$ cat src/rtl/sm4_pkg.sv
// Shared types and constants for the SM4 inverse S-box search.
package sm4_pkg;

   typedef enum logic [1:0] {
      IDLE   = 2'd0,
      SEARCH = 2'd1,
      DONE   = 2'd2
   } state_e;

   localparam int SM4_SBOX_ENTRIES = 256;

   function automatic bit lanes_legal(input int l);
      return (l == 1) || (l == 2) || (l == 4) || (l == 8) || (l == 16);
   endfunction

endpackage

$ cat src/rtl/sm4_sbox_inv_search_if.sv
// Request/response handshake bundle for the inverse S-box search.
interface sm4_sbox_inv_search_if #(
   parameter int ITER_W = 9
);
   logic              in_valid;
   logic              in_ready;
   logic [7:0]        in_data;
   logic              out_valid;
   logic              out_ready;
   logic [7:0]        out_data;
   logic [ITER_W-1:0] out_iters;
   logic              out_err;
   logic              busy;

   modport master (
      output in_valid, in_data, out_ready,
      input  in_ready, out_valid, out_data, out_iters, out_err, busy
   );

   modport slave (
      input  in_valid, in_data, out_ready,
      output in_ready, out_valid, out_data, out_iters, out_err, busy
   );
endinterface

$ cat src/rtl/SM4.sv
// Forward SM4 S-box, purely combinational table lookup.
module SM4 (
   input  logic [7:0] b,
   output logic [7:0] Sb
);
   // Byte 0 sits in the MSBs, so entry b starts at bit (255-b)*8 = {~b,3'b0}.
   localparam logic [2047:0] TBL = {
      128'hd690e9fecce13db716b614c228fb2c05,
      128'h2b679a762abe04c3aa44132649860699,
      128'h9c4250f491ef987a33540b43edcfac62,
      128'he4b31ca9c908e89580df94fa758f3fa6,
      128'h4707a7fcf37317ba83593c19e6854fa8,
      128'h686b81b27164da8bf8eb0f4b70569d35,
      128'h1e240e5e6358d1a225227c3b01217887,
      128'hd40046579fd327524c3602e7a0c4c89e,
      128'heabf8ad240c738b5a3f7f2cef96115a1,
      128'he0ae5da49b341a55ad933230f58cb1e3,
      128'h1df6e22e8266ca60c02923ab0d534e6f,
      128'hd5db3745defd8e2f03ff6a726d6c5b51,
      128'h8d1baf92bbddbc7f11d95c411f105ad8,
      128'h0ac13188a5cd7bbd2d74d012b8e5b4b0,
      128'h8969974a0c96777e65b9f109c56ec684,
      128'h18f07dec3adc4d2079ee5f3ed7cb3948
   };

   logic [10:0] off;
   assign off = {~b, 3'b000};
   assign Sb  = TBL[off +: 8];
endmodule

$ cat src/rtl/sm4_inv_lane.sv
// One search lane: candidate = base + K, forward S-box, compare with target.
module sm4_inv_lane #(
   parameter int unsigned K = 0
) (
   input  logic [7:0] base_i,
   input  logic [7:0] target_i,
   output logic       match_o
);
   logic [7:0] cand;
   logic [7:0] sb;

   assign cand = base_i + 8'(K);

   SM4 u_sbox (
      .b  (cand),
      .Sb (sb)
   );

   assign match_o = (sb == target_i);
endmodule

$ cat src/rtl/sm4_sbox_inv_search.sv
// Inverse SM4 S-box by brute-force search, LANES candidates per cycle.
module sm4_sbox_inv_search
   import sm4_pkg::*;
#(
   parameter int LANES  = 1,
   parameter int ITER_W = $clog2(256 / LANES) + 1
) (
   input logic                   clk,
   input logic                   rst_n,
   sm4_sbox_inv_search_if.slave  bus
);

   if (!lanes_legal(LANES)) begin : g_bad_lanes
      $error("sm4_sbox_inv_search: LANES must be 1, 2, 4, 8 or 16");
   end

   localparam logic [8:0]        LAST_BASE = 9'(SM4_SBOX_ENTRIES - LANES);
   localparam logic [ITER_W-1:0] ITERS_MAX = ITER_W'(SM4_SBOX_ENTRIES / LANES);

   state_e            state_q, state_d;
   logic [7:0]        target_q, target_d;
   logic [8:0]        base_q, base_d;
   logic [ITER_W-1:0] iter_q, iter_d;
   logic [7:0]        data_q, data_d;
   logic [ITER_W-1:0] iters_q, iters_d;
   logic              err_q, err_d;

   logic [LANES-1:0]  match;
   logic              hit;
   logic [7:0]        sel_off;

   for (genvar k = 0; k < LANES; k++) begin : g_lane
      sm4_inv_lane #(.K(k)) u_lane (
         .base_i   (base_q[7:0]),
         .target_i (target_q),
         .match_o  (match[k])
      );
   end

   // Descending scan so the lowest matching lane is the one left standing.
   always_comb begin
      hit     = 1'b0;
      sel_off = '0;
      for (int k = LANES - 1; k >= 0; k--) begin
         if (match[k]) begin
            hit     = 1'b1;
            sel_off = 8'(k);
         end
      end
   end

   always_comb begin
      state_d  = state_q;
      target_d = target_q;
      base_d   = base_q;
      iter_d   = iter_q;
      data_d   = data_q;
      iters_d  = iters_q;
      err_d    = err_q;
      case (state_q)
         IDLE: begin
            if (bus.in_valid) begin
               target_d = bus.in_data;
               base_d   = '0;
               iter_d   = '0;
               state_d  = SEARCH;
            end
         end
         SEARCH: begin
            if (hit) begin
               data_d  = base_q[7:0] + sel_off;
               iters_d = iter_q + ITER_W'(1);
               err_d   = 1'b0;
               state_d = DONE;
            end else if (base_q == LAST_BASE) begin
               data_d  = '0;
               iters_d = ITERS_MAX;
               err_d   = 1'b1;
               state_d = DONE;
            end else begin
               base_d = base_q + 9'(LANES);
               iter_d = iter_q + ITER_W'(1);
            end
         end
         DONE: begin
            if (bus.out_ready) state_d = IDLE;
         end
         default: state_d = IDLE;
      endcase
   end

   always_ff @(posedge clk or negedge rst_n) begin
      if (!rst_n) begin
         state_q  <= IDLE;
         target_q <= '0;
         base_q   <= '0;
         iter_q   <= '0;
         data_q   <= '0;
         iters_q  <= '0;
         err_q    <= 1'b0;
      end else begin
         state_q  <= state_d;
         target_q <= target_d;
         base_q   <= base_d;
         iter_q   <= iter_d;
         data_q   <= data_d;
         iters_q  <= iters_d;
         err_q    <= err_d;
      end
   end

   // Status decodes come straight off the state register.
   assign bus.in_ready  = (state_q == IDLE);
   assign bus.busy      = (state_q != IDLE);
   assign bus.out_valid = (state_q == DONE);
   assign bus.out_data  = data_q;
   assign bus.out_iters = iters_q;
   assign bus.out_err   = err_q;

endmodule

$ cat src/flat_wrapper.sv
// flat-port wrapper written by rule: the top's interface ports become plain ports
module sm4_sbox_inv_search_flat import sm4_pkg::*;
#(
   parameter int LANES  = 1,
   parameter int ITER_W = $clog2(256 / LANES) + 1
)
  (clk, rst_n, bus_in_valid, bus_in_data, bus_out_ready, bus_in_ready, bus_out_valid, bus_out_data, bus_out_iters, bus_out_err, bus_busy);
  sm4_sbox_inv_search_if #(.ITER_W(ITER_W)) bus_i ();
  input logic clk;
  input logic rst_n;
  input wire logic [$bits(bus_i.in_valid)-1:0] bus_in_valid;
  input wire logic [$bits(bus_i.in_data)-1:0] bus_in_data;
  input wire logic [$bits(bus_i.out_ready)-1:0] bus_out_ready;
  output wire logic [$bits(bus_i.in_ready)-1:0] bus_in_ready;
  output wire logic [$bits(bus_i.out_valid)-1:0] bus_out_valid;
  output wire logic [$bits(bus_i.out_data)-1:0] bus_out_data;
  output wire logic [$bits(bus_i.out_iters)-1:0] bus_out_iters;
  output wire logic [$bits(bus_i.out_err)-1:0] bus_out_err;
  output wire logic [$bits(bus_i.busy)-1:0] bus_busy;
  assign bus_i.in_valid = bus_in_valid;
  assign bus_i.in_data = bus_in_data;
  assign bus_i.out_ready = bus_out_ready;
  assign bus_in_ready = bus_i.in_ready;
  assign bus_out_valid = bus_i.out_valid;
  assign bus_out_data = bus_i.out_data;
  assign bus_out_iters = bus_i.out_iters;
  assign bus_out_err = bus_i.out_err;
  assign bus_busy = bus_i.busy;
  sm4_sbox_inv_search #(.LANES(LANES), .ITER_W(ITER_W)) u_core (.clk(clk), .rst_n(rst_n), .bus(bus_i));
endmodule
$ cat config.mk
export PLATFORM = sky130hd
export DESIGN_NAME = sm4_sbox_inv_search_flat
export DESIGN_NICKNAME = d
export VERILOG_FILES = /design/src/rtl/sm4_pkg.sv /design/src/rtl/sm4_sbox_inv_search_if.sv /design/src/rtl/SM4.sv /design/src/rtl/sm4_inv_lane.sv /design/src/rtl/sm4_sbox_inv_search.sv /design/src/flat_wrapper.sv
export SDC_FILE = /design/constraint.sdc
export NUM_CORES = 1
export LEC_CHECK = 0
export ABC_AREA = 1
export CAP_MARGIN = 20
export CELL_PAD_IN_SITES_DETAIL_PLACEMENT = 0
export CELL_PAD_IN_SITES_GLOBAL_PLACEMENT = 1
export CORE_ASPECT_RATIO = 1.5
export CORE_UTILIZATION = 40
export CTS_CLUSTER_SIZE = 12
export DETAILED_ROUTE_END_ITERATION = 7
export GPL_ROUTABILITY_DRIVEN = 0
export PLACE_DENSITY_LB_ADDON = 0.1
export REMOVE_ABC_BUFFERS = 1
export SLEW_MARGIN = 25
export SYNTH_ARGS = -nofsm -noshare
export SYNTH_HDL_FRONTEND = slang
export SYNTH_HIERARCHICAL = 1
export SYNTH_SLANG_ARGS = --single-unit
$ cat constraint.sdc
create_clock -name clk -period 8.8 [get_ports clk]
set_clock_uncertainty 0.15 [all_clocks]
set_input_delay 2.64 -clock clk [delete_from_list [all_inputs] [get_ports clk]]
set_output_delay 2.64 -clock clk [all_outputs]
set_load 0.02 [all_outputs]
# After elaboration in Yosys (flattened, before gate mapping)
# Cells that the tools add are included.
[op_classes]
addsub = 2
n_eq_ne = 9
n_shift = 1
div_mod_pow = 0
n_mul = 0
reduce_logical = 8
bitwise = 1
n_lt_le_gt_ge = 0
muxes = 19
[ops]
columns = ["op", "count"]
rows = [
  ["2048-bit by 12-bit indexed part select with 8-bit output, first input constant", 1],
  ["9-bit 2-to-1 mux", 7],
  ["9-bit case mux with 2 select lines", 2],
  ["9-bit by 1-bit adder with 9-bit output, second input constant", 2],
  ["8-bit 2-to-1 mux", 2],
  ["9-bit by 8-bit equality test with 1-bit output, second input constant", 1],
  ["8-bit equality test", 1],
  ["2-bit 2-to-1 mux", 4],
  ["2-bit inequality test, second input constant", 4],
  ["8-bit NOT", 1],
  ["2-bit case mux with 3 select lines", 1],
  ["2-bit nonzero test", 3],
  ["2-bit AND reduction", 2],
  ["4-bit AND reduction", 1],
  ["1-bit 2-to-1 mux", 3],
  ["3-bit by 1-bit inequality test with 1-bit output, second input constant", 1],
  ["3-bit AND reduction", 1],
  ["2-bit by 1-bit equality test with 1-bit output, second input constant", 1],
  ["2-bit equality test, second input constant", 1],
  ["2-bit zero test", 1],
]
[totals]
latchBits = 0
mem_count = 0
ram_bits = 0
reg_bits = 46
out_inout_bits = 21
rom_bits = 0
wordCells = 47

# Depth between registers and ports, before layout
# Gate-level depths: netlist of run 1.
[logic_depth]
depth_word = 6
ltp_mapped = 26
ltp_nobuf = 25

# By module
# Netlist of run 1, hierarchy kept.
[modules_own_cells]
columns = ["module", "cells_each", "area_per_inst_um2", "instances"]
rows = [
  ["SM4", 647, 2971.6, 1],
  ["sm4_sbox_inv_search", 220, 2135.8, 1],
  ["sm4_inv_lane", 44, 165.2, 1],
]

# Least setup slack after synthesis of run 1
# No wires, ideal clock.
[synth_timing]
path_kind = "flip-flop to output port"
from = "register u_core.state_q[0]"
to = "output port bus_busy"
setup_slack_ns = 5.224
stages_incl_launch_ff = 3
arrival_ns = 0.786
n_path_buf = 0
path_cell_list = "dfrtp_1 -> nor2_4 -> inv_1"
[synth_between]
elab_chain_cells = 1
[synth_rtl]
columns = ["element", "line", "rtl"]
rows = [
  ["start, declared", "sm4_sbox_inv_search.sv:20", "state_e state_q, state_d;"],
  ["start signal, assigned", "sm4_sbox_inv_search.sv:102", "state_q <= state_d;"],
  ["2-bit nonzero test", "sm4_sbox_inv_search.sv:114", "assign bus.busy = (state_q != IDLE);"],
  ["end, declared", "flat_wrapper.sv:19", "output wire logic [$bits(bus_i.busy)-1:0] bus_busy;"],
]
# No other way between the ends.

# Worst setup path after layout of run 1
[layout_timing]
from = "register u_core.base_q[1]"
to = "register u_core.iters_q[2], in the netlist u_core/bus.out_iters[2]"
[layout_between]
elab_chain_cells = 6
[layout_rtl]
columns = ["element", "line", "rtl"]
rows = [
  ["start, declared", "sm4_sbox_inv_search.sv:22", "logic [8:0] base_q, base_d;"],
  ["start signal, assigned", "sm4_sbox_inv_search.sv:104", "base_q <= base_d;"],
  ["8-bit NOT *", "SM4.sv:27", "assign off = {~b, 3'b000};"],
  ["2048-bit by 12-bit indexed part select with 8-bit output *", "SM4.sv:28", "assign Sb = TBL[off +: 8];"],
  ["named net u_core.g_lane[0].u_lane.sb[3]", "sm4_inv_lane.sv:10", "logic [7:0] sb;"],
  ["8-bit equality test *", "sm4_inv_lane.sv:19", "assign match_o = (sb == target_i);"],
  ["1-bit 2-to-1 mux *", "sm4_sbox_inv_search.sv:45", "if (match[k]) begin"],
  ["named net u_core.hit", "sm4_sbox_inv_search.sv:29", "logic hit;"],
  ["2-bit nonzero test (no line)", "n/a", ""],
  ["2-bit AND reduction (no line)", "n/a", ""],
  ["end signal, assigned", "sm4_sbox_inv_search.sv:107", "iters_q <= iters_d;"],
  ["end, declared", "sm4_sbox_inv_search.sv:25", "logic [ITER_W-1:0] iters_q, iters_d;"],
]
# Mark *: on every way through the listed nets, which the timed path passes. The rest lies on a longest branch.
# A chain may end at the register's enable or synchronous reset.

==> flow_metrics.tcl, run 1 <==
set metrics [dict create \
    fillers 1418 \
    worstPathRequired_ns 8.83 \
    cp_slowest_cell "ha_1" \
    min_period_over_period_pct 51.5 \
    period_minus_slack_ns 4.53 \
    r2r_start "u_core/base_q[1]" \
    cts_tree "built" \
    core_um2 12900 \
    fp.dieArea_um2 13700 \
    ant_nets 0 \
    report.final.setup_viol 0 \
    slowest_delay_ns 0.66 \
    rows 51 \
    cts.sink_count 46 \
    start_util_pct 40.9 \
    r2r_setup_slack_ns 4.27 \
    clk_latency_ns 0.29 \
    drt_wl_total_um 23900 \
    postCtsSetupRepairBufs 0 \
    die_w_um 95.7 \
    grt_pass1_vias 6248 \
    nets 932 \
    cts_buffers 5 \
    wl_per_cell_um 22.4 \
    drive_gt1_share_pct 6.41 \
    hp-class "flop to flop" \
    crit_family "simple AND/OR/NAND/NOR gates" \
    rsz0062_at_grt "false" \
    io_pins 33 \
    drtIter0Drc 906 \
    synth_area_um2 5270 \
    viasPerCell 6.20 \
    end_kind "flop" \
    worst_pin_slew_ns 0.975 \
    grt_overflow_total 0 \
    ys_warn_count 6 \
    seq_area_frac_synth_pct 21.8 \
    cp.depth 20 \
    setup.worst_path.end "u_core/bus.out_iters[2]" \
    area_growth_pct 8.42 \
    fin_tns_setup_ns 0 \
    num_vias 6593 \
    cts_resized 0 \
    htreeDepth 2 \
    clkTransAtPathRegs_ns 0.07 \
    die_h_um 143 \
    grt_pass1_wl_um 36900 \
    clk_root_buffer_cell "clkbuf_16" \
    synthCells 911 \
    drv_slew 0 \
    critPathKind "flop to flop" \
    drtPass1Iterations 6 \
    synth_cell_types 38 \
    drc 0 \
    hold_violations 0 \
    io_buffers 32 \
    max_freq_mhz 221 \
    path_buf_inv 4 \
    grt_use_total_pct 37.0 \
    num_antenna_cells 0 \
    cp_max_fo 18 \
    cap_viol_max_count 0 \
    cp-start-kind "flop" \
    timing.rr.end "u_core/bus.out_iters[2]" \
    dpl.hpwl_um 16200 \
    rr_worst_depth 20 \
    status "complete, no violations" \
    worst_ep_arrival_time_ns 4.57 \
    max-clock-path-buffers 2 \
    antenna_found_initial 0 \
    critPathLaunch "u_core/base_q[1]" \
    ctsHoldBuffers 0 \
    crit_chain "inv_1 -> ha_1 -> inv_1 -> nand2_1 -> nand3_1 -> nand3_1 -> nand3_1 -> nand3_1 -> nand3_1 -> nand2_1 -> inv_1 -> nand2_1 -> nand2_1 -> nor2_1 -> nand2_1 -> nor2_1 -> nor2_4 -> nor2_2 -> inv_2 -> a22o_1" \
    synth-seq-cells 46 \
    synth.avg_cell_area_um2 5.79 \
    max_slew_margin_pct 35.0 \
    grt_max_degree 95 \
    holdPathStages 2 \
]
[placed cells by master, fill, tap and decap left out, types with 3 or more instances in the layout]
master	netlist	routed
inv_2	9	9
inv_1	54	54
a22o_1	3	3
or2_2	3	3
nor2_2	3	3
clkdlybuf4s50_1	0	31
nand2_2	4	4
o21ai_1	11	11
nand2_1	319	319
mux2_2	3	3
dfrtp_1	46	44
nand3_1	264	264
o21ai_0	13	13
a21oi_1	31	31
mux2_4	5	5
nor2_4	3	3
nor2_1	48	48
buf_4	5	10
ha_1	16	16
nand4_1	3	3
clkbuf_16	0	5
[Yosys cell counts (all sizes together)]
master	number	area, um2
xor2	2	17.5
o211ai	1	7.51
dfrtp	46	1150
ha	16	200
nand2	327	1280
nand3	266	1340
a21oi	31	155
o31ai	1	7.51
nor4	1	6.26
nor2	54	233
or2	3	18.8
buf	39	228
o22ai	2	18.8
o21bai	1	7.51
clkinv	2	7.51
inv	64	245
o21ai	24	120
a22o	3	26.3
clkbuf	16	61.3
nand3b	1	7.51
mux2	8	109
nand4	3	18.8
[flip-flops by register name, summed over array words and instances (netlist names)]
register and flops:
u_core/target_q 8, u_core/bus.out_err 1, u_core/bus.out_data 8, u_core/base_q 9, u_core/bus.out_iters 9, u_core/state_q 2
u_core/iter_q 9
[stage by stage]
stage	setup WS [ns]	util (%)	hold WS (ns)	instances	instance area, um2
finish	4.27	44.4	0.327	1064	5720
CTS	4.32	44.3	0.336	1064	5710
global placement	4.44	43.2	0.314	1056	5570
floorplan	4.11	-	0.337	856	4980
detailed placement	4.35	43.2	0.308	1056	5570
global route	3.91	44.4	0.368	1064	5720
[worst min-delay path by stage]
stage | endpoint | slack (ns) | from
2_1_floorplan | u_core/iter_q[5] | 0.34 | u_core/iter_q[5]
3_3_place_gp | u_core/bus.out_iters[1] | 0.31 | u_core/bus.out_iters[1]
3_5_place_dp | u_core/bus.out_iters[1] | 0.31 | u_core/bus.out_iters[1]
4_1_cts | u_core/bus.out_iters[1] | 0.34 | u_core/bus.out_iters[1]
5_1_grt | u_core/bus.out_iters[6] | 0.37 | u_core/bus.out_iters[6]
6_report | u_core/bus.out_iters[1] | 0.33 | u_core/bus.out_iters[1]
[final cells by class]
| cell class | instances | area [um2] | area share, % |
|---|---|---|---|
| clock buffer | 5 | 125 | 2.19 |
| clock inverter | 3 | 21.3 | 0.372 |
| inverter | 66 | 253 | 4.42 |
| multi-input combinational | 744 | 3580 | 62.6 |
| sequential | 46 | 1150 | 20.2 |
| tap | 159 | 199 | 3.48 |
| timing repair buffer | 41 | 385 | 6.74 |
[cells by family (layout without fill, tap and decap cells)]
group | count (synthesis) | in the layout | share of synthesized area (%)
compound gates | 63 | 63 | 6.50
xor+xnor | 2 | 2 | 0.332
fa+ha+maj | 16 | 16 | 3.80
buf+inv | 121 | 115 | 10.3
flops | 46 | 46 | 21.8
mux | 8 | 8 | 2.06
simple gates | 655 | 655 | 55.2
[tightest hold or removal path: cells and delay by family (launching register included)]
family / cells / cell delay, ns
flip-flops: 1 / 0.34
AND/OR/NAND/NOR: 2 / 0.10
[routing by layer]
layer,vias to the layer above,global-route usage [%],routed length (um)
met2,457,58.7,11000
met3,147,9.90,2610
met1,3008,41.8,8010
met5,-,0,0
li1,2981,-,-
met4,0,27.7,2230
Power of run 1 is not shown: default switching activity piles up to over one toggle a cycle in this logic, so the estimate is an artifact.
==> run 2, diff against run 1 <==
--- a/config.mk
+++ b/config.mk
@@ -10,7 +10,7 @@
 export CELL_PAD_IN_SITES_DETAIL_PLACEMENT = 0
 export CELL_PAD_IN_SITES_GLOBAL_PLACEMENT = 1
 export CORE_ASPECT_RATIO = 1.5
-export CORE_UTILIZATION = 40
+export CORE_UTILIZATION = 38
 export CTS_CLUSTER_SIZE = 12
 export DETAILED_ROUTE_END_ITERATION = 7
 export GPL_ROUTABILITY_DRIVEN = 0
==> constraint.sdc (replaced) <==
create_clock -name clk -period 3.9 [get_ports clk]
set_clock_uncertainty 0.15 [all_clocks]
set_input_delay 1.17 -clock clk [delete_from_list [all_inputs] [get_ports clk]]
set_output_delay 1.17 -clock clk [all_outputs]
set_load 0.02 [all_outputs]
==> flow_metrics.tcl, run 2 (same netlist as run 1, synthesis figures left out) <==
set metrics [dict create \
    path_buf_inv 4 \
    grt_max_degree 67 \
    viasPerCell 6.07 \
    grt_overflow_total 0 \
    mostFrequentLayoutCells "nand2_1 (318), nand3_1 (264), inv_1 (53), nor2_1 (46), dfrtp_1 (44)" \
    grt_use_total_pct 34.0 \
    die_w_um 98.2 \
    grt_pass1_wl_um 36900 \
    start_util_pct 39.0 \
    area_growth_pct 12.0 \
    worst_pin_slew_ns 0.769 \
    grt_pass1_vias 6371 \
    cts_tree "built" \
    nets 951 \
    ir_drop_uv 606 \
    antenna_found_initial 0 \
    leakagePower_nw 3.01 \
    fin_cells 1086 \
    ctsHoldBuffers 0 \
    cts.sink_count 46 \
    fillers 1525 \
    cp-start-kind "flop" \
    ant_nets 0 \
    crit_family "simple AND/OR/NAND/NOR gates" \
    drc 0 \
    drive_gt1_share_pct 8.87 \
    period_minus_slack_ns 3.63 \
    max-clock-path-buffers 2 \
    drt_wl_total_um 24100 \
    drtIter0Drc 905 \
    fp.dieArea_um2 14400 \
    cts_resized 0 \
    layout_commonest_cell "nand2_1" \
    num_vias 6594 \
    cp_max_fo 10 \
    status "complete, no violations" \
    end_kind "flop" \
    clk_root_buffer_cell "clkbuf_16" \
    hp-class "flop to flop" \
    min_period_over_period_pct 93.0 \
    critPathKind "flop to flop" \
    cp_slowest_cell "ha_1" \
    clk_latency_ns 0.29 \
    core_um2 13500 \
    crit_path_frequent_cell "nand2_1" \
    numPlacedInstances 1078 \
    dpl.hpwl_um 17500 \
    die_h_um 146 \
    p_per_area_nw_per_um2 1120 \
    clkTransAtPathRegs_ns 0.07 \
    max_freq_mhz 276 \
    worst_ep_arrival_time_ns 3.68 \
    rows 52 \
    cts_buffers 5 \
    num_antenna_cells 0 \
    postCtsSetupRepairBufs 0 \
    slowest_delay_ns 0.41 \
    drv_slew 0 \
    hold_violations 0 \
    max_slew_margin_pct 48.7 \
    io_buffers 32 \
    wl_per_cell_um 22.2 \
    drtPass1Iterations 6 \
    hold_slack_ns 0.320 \
    worstPathRequired_ns 3.96 \
    rsz0062_at_grt "false" \
    io_pins 33 \
    report.final.setup_viol 0 \
    cap_viol_max_count 0 \
    crit_chain "inv_2 -> ha_1 -> nand2_1 -> o21ai_0 -> inv_1 -> nand2_1 -> nand2_1 -> nand2_1 -> nand3_1 -> nand3_1 -> nand2_1 -> nand2_1 -> nand2_1 -> nor2_1 -> nand2_1 -> nor2_2 -> inv_1 -> nor2_4 -> inv_2 -> o21ai_0" \
    htreeDepth 2 \
]
run 2: path summary, 6_finish.rpt:
path | from | endpoint | slack, ns | cells past startpoint
worst max-delay path | u_core/base_q[0] | u_core/bus.out_iters[4] | 0.27 | 20
worst min-delay path | u_core/bus.out_iters[1] | u_core/bus.out_iters[1] | 0.32 | 2
worst max register to register | u_core/base_q[0] | u_core/bus.out_iters[4] | 0.27 | 20
worst min register to register | u_core/bus.out_iters[1] | u_core/bus.out_iters[1] | 0.32 | 2
max in group asynchronous | rst_n | u_core/base_q[4] | 2.27 | 2
min in group asynchronous | rst_n | u_core/state_q[1] | 0.68 | 1
run 2: cell type report:
cell class / count / area (um2) / area share (%)
flip-flops and latches: 46 / 1150 / 19.5
clock buffers: 5 / 125 / 2.12
inverters: 66 / 256 / 4.34
well taps: 162 / 203 / 3.43
repair buffers: 60 / 538 / 9.11
multi-input cells: 744 / 3590 / 60.8
clock inverters: 3 / 40.0 / 0.678
run 2: per-layer routing:
layer / GRT usage [%] / vias to the layer above / part of all wire [%]
li1: - / 3019 / -
met1: 37.9 / 3021 / 35
met2: 57.8 / 422 / 48
met3: 4.50 / 132 / 8.3
met4: 26.9 / 0 / 8.8
met5: 0 / - / 0
run 2: power breakdown:
part	total [mW]	leakage, nW	switching (mW)	internal [mW]
clock	0.481	0.0836	0.181	0.300
combinational	5.34	2.33	3.75	1.59
sequential	0.818	0.595	0.170	0.648
total	6.64	3.01	4.10	2.54
run 2: stage by stage:
stage | power (mW) | TNS, ns | util (%) | setup slack [ns] | instance area (um2)
2_1_floorplan | 4.10 | -25.95 | - | -0.788 | 4980
3_3_place_gp | 5.93 | 0 | 42.3 | 0.254 | 5730
3_5_place_dp | 5.88 | 0 | 42.3 | 0.259 | 5730
4_1_cts | 6.39 | 0 | 43.5 | 0.238 | 5890
5_1_grt | 7.07 | 0 | 43.6 | 0.0295 | 5910
6_report | 6.64 | 0 | 43.6 | 0.273 | 5910
run 2: worst register-to-register path, delay by kind of cell (launching register included):
family                     cells  cell delay (ns)
AOI/OAI and AO/OA              2             0.46
and+or+nand+nor               13             1.64
DFF                            1             0.39
adders and majority gates      1             0.41
buffers and inverters          4             0.47
No activity file was read; power rests on OpenSTA's default activity.
==> run 3, diff against run 2 <==
--- a/config.mk
+++ b/config.mk
@@ -15,7 +15,6 @@
 export DETAILED_ROUTE_END_ITERATION = 7
 export GPL_ROUTABILITY_DRIVEN = 0
 export PLACE_DENSITY_LB_ADDON = 0.1
-export REMOVE_ABC_BUFFERS = 1
 export SLEW_MARGIN = 25
 export SYNTH_ARGS = -nofsm -noshare
 export SYNTH_HDL_FRONTEND = slang
==> flow_metrics.tcl, run 3 (same netlist as run 1, synthesis figures left out) <==
set metrics [dict create \
    cp-start-kind "flop" \
    worst_pin_slew_ns 0.781 \
    max-clock-path-buffers 2 \
    fin_ws_ns 0.183 \
    crit_path_frequent_cell "nand2_1" \
    comb_power_share_pct 80.6 \
    grt_pass1_wl_um 37000 \
    crit_family "simple AND/OR/NAND/NOR gates" \
    post-place-ws_ns 0.157 \
    critPathLaunch "u_core/base_q[0]" \
    report.final.setup_viol 0 \
    fp.dieArea_um2 14400 \
    hp-class "flop to flop" \
    cts_tree "built" \
    max_freq_mhz 269 \
    power.share.clock_pct 7.2 \
    cts.sink_count 46 \
    ir_drop_uv 442 \
    crit_chain "buf_4 -> ha_1 -> inv_1 -> nand2_1 -> nand2_1 -> nand2_1 -> nand3_1 -> nand3_1 -> nand3_1 -> nand3_1 -> nand2_1 -> inv_1 -> nand2_1 -> nand2_1 -> nor2_1 -> nand2_1 -> nor2_2 -> nor2_4 -> nand2_8 -> nand2_8 -> inv_1 -> nand2_1 -> o21ai_0" \
    syn-num-nets 939 \
    cts_buffers 5 \
    status "complete, no violations" \
    drc 0 \
    r2r_start "u_core/base_q[0]" \
    p_int_mw 2.55 \
    place_area_um2 5700 \
    worstPathRequired_ns 3.96 \
    hold_violations 0 \
    switching_share_pct 61.8 \
    grt_use_total_pct 33.7 \
    grt_max_degree 67 \
    fin_tns_setup_ns 0 \
    die_h_um 146 \
    worstHoldStart "u_core/bus.out_iters[1]" \
    min_period_over_period_pct 95.3 \
    path_buf_inv 4 \
    ant_nets 0 \
    clk_root_buffer_cell "clkbuf_16" \
    core_um2 13500 \
    postCtsSetupRepairBufs 0 \
    fin_area_um2 5900 \
    cp_slowest_cell "dfrtp_1" \
    num_vias 6657 \
    end_kind "flop" \
    start_util_pct 39.0 \
    wl_per_cell_um 22.1 \
    io_buffers 32 \
    layout_commonest_cell "nand2_1" \
    dpl.hpwl_um 16900 \
    grt_overflow_total 0 \
    rsz0062_at_grt "false" \
    clkTransAtPathRegs_ns 0.06 \
    period_minus_slack_ns 3.72 \
    drv_slew 0 \
    clk_latency_ns 0.29 \
    drtPass1Iterations 5 \
    die_w_um 98.2 \
    area_growth_pct 12.0 \
    num_antenna_cells 0 \
    mostFrequentLayoutCells "nand2_1 (315), nand3_1 (264), inv_1 (53), nor2_1 (46), dfrtp_1 (44)" \
    grt_pass1_vias 6341 \
    seq_power_share_pct 12.2 \
    nets 943 \
    leakagePower_nw 3.00 \
    antenna_found_initial 0 \
    cp_max_fo 18 \
    slowest_delay_ns 0.41 \
    critPathKind "flop to flop" \
    drtIter0Drc 919 \
    p_per_area_nw_per_um2 1130 \
    drive_gt1_share_pct 8.62 \
    worst_ep_arrival_time_ns 3.78 \
    htreeDepth 2 \
    viasPerCell 6.18 \
    cap_viol_max_count 0 \
    max_slew_margin_pct 48.0 \
    rows 52 \
    switchingPower_mw 4.12 \
    io_pins 33 \
    drt_wl_total_um 23900 \
]
## run 3: cell type report
cell class,count,area [um2]
flip-flops and latches,46,1150
repair buffers,52,515
clock buffers,5,125
well taps,162,203
fillers,1461,7630
inverters,66,255
clock inverters,3,40.0
multi-input cells,744,3610
## run 3: worst min-delay path, delay by kind of cell (launching register included)
kind | cells | cell delay, ns
flip-flops | 1 | 0.35
AND/OR/NAND/NOR | 2 | 0.10
## run 3: per-layer routing
layer | track usage (%) | share of wire [%]
met5 | 0 | 0
met4 | 26.5 | 9.5
met3 | 4.83 | 8.8
met2 | 55.2 | 46
met1 | 39.3 | 35
## run 3: path summary, 6_finish.rpt
path | endpoint | slack [ns] | depth (start not counted)
worst min register to register | u_core/bus.out_iters[1] | 0.33 | 2
worst max-delay path | u_core/iter_q[0] | 0.18 | 23
max in group asynchronous | u_core/iter_q[2] | 2.11 | 2
worst min-delay path | u_core/bus.out_iters[1] | 0.33 | 2
min in group asynchronous | u_core/state_q[1] | 0.81 | 1
worst max register to register | u_core/iter_q[0] | 0.18 | 23
## run 3: timing repair
action,in CTS,in global routing
gates resized for setup,0,13
endpoints found under the setup margin,0,33
hold buffers,0,0
## run 3: per-stage QoR
stage,cells,total power [mW],util [%],hold WS [ns]
after floorplan,911,4.30,-,0.337
after global routing,1078,7.15,43.6,0.348
final,1078,6.67,43.6,0.328
after CTS,1078,6.38,43.4,0.338
after global placement,1070,5.92,42.2,0.310
after detailed placement,1070,5.88,42.2,0.320
## run 3: power groups by stage
stage               clock network [mW]  registers, mW  logic, mW
finish                           0.481          0.811       5.38
global route                     0.505          0.832       5.82
CTS                              0.492          0.805       5.08
detailed placement                   0          0.810       5.07
global placement                     0          0.807       5.11
floorplan                            0          0.851       3.45
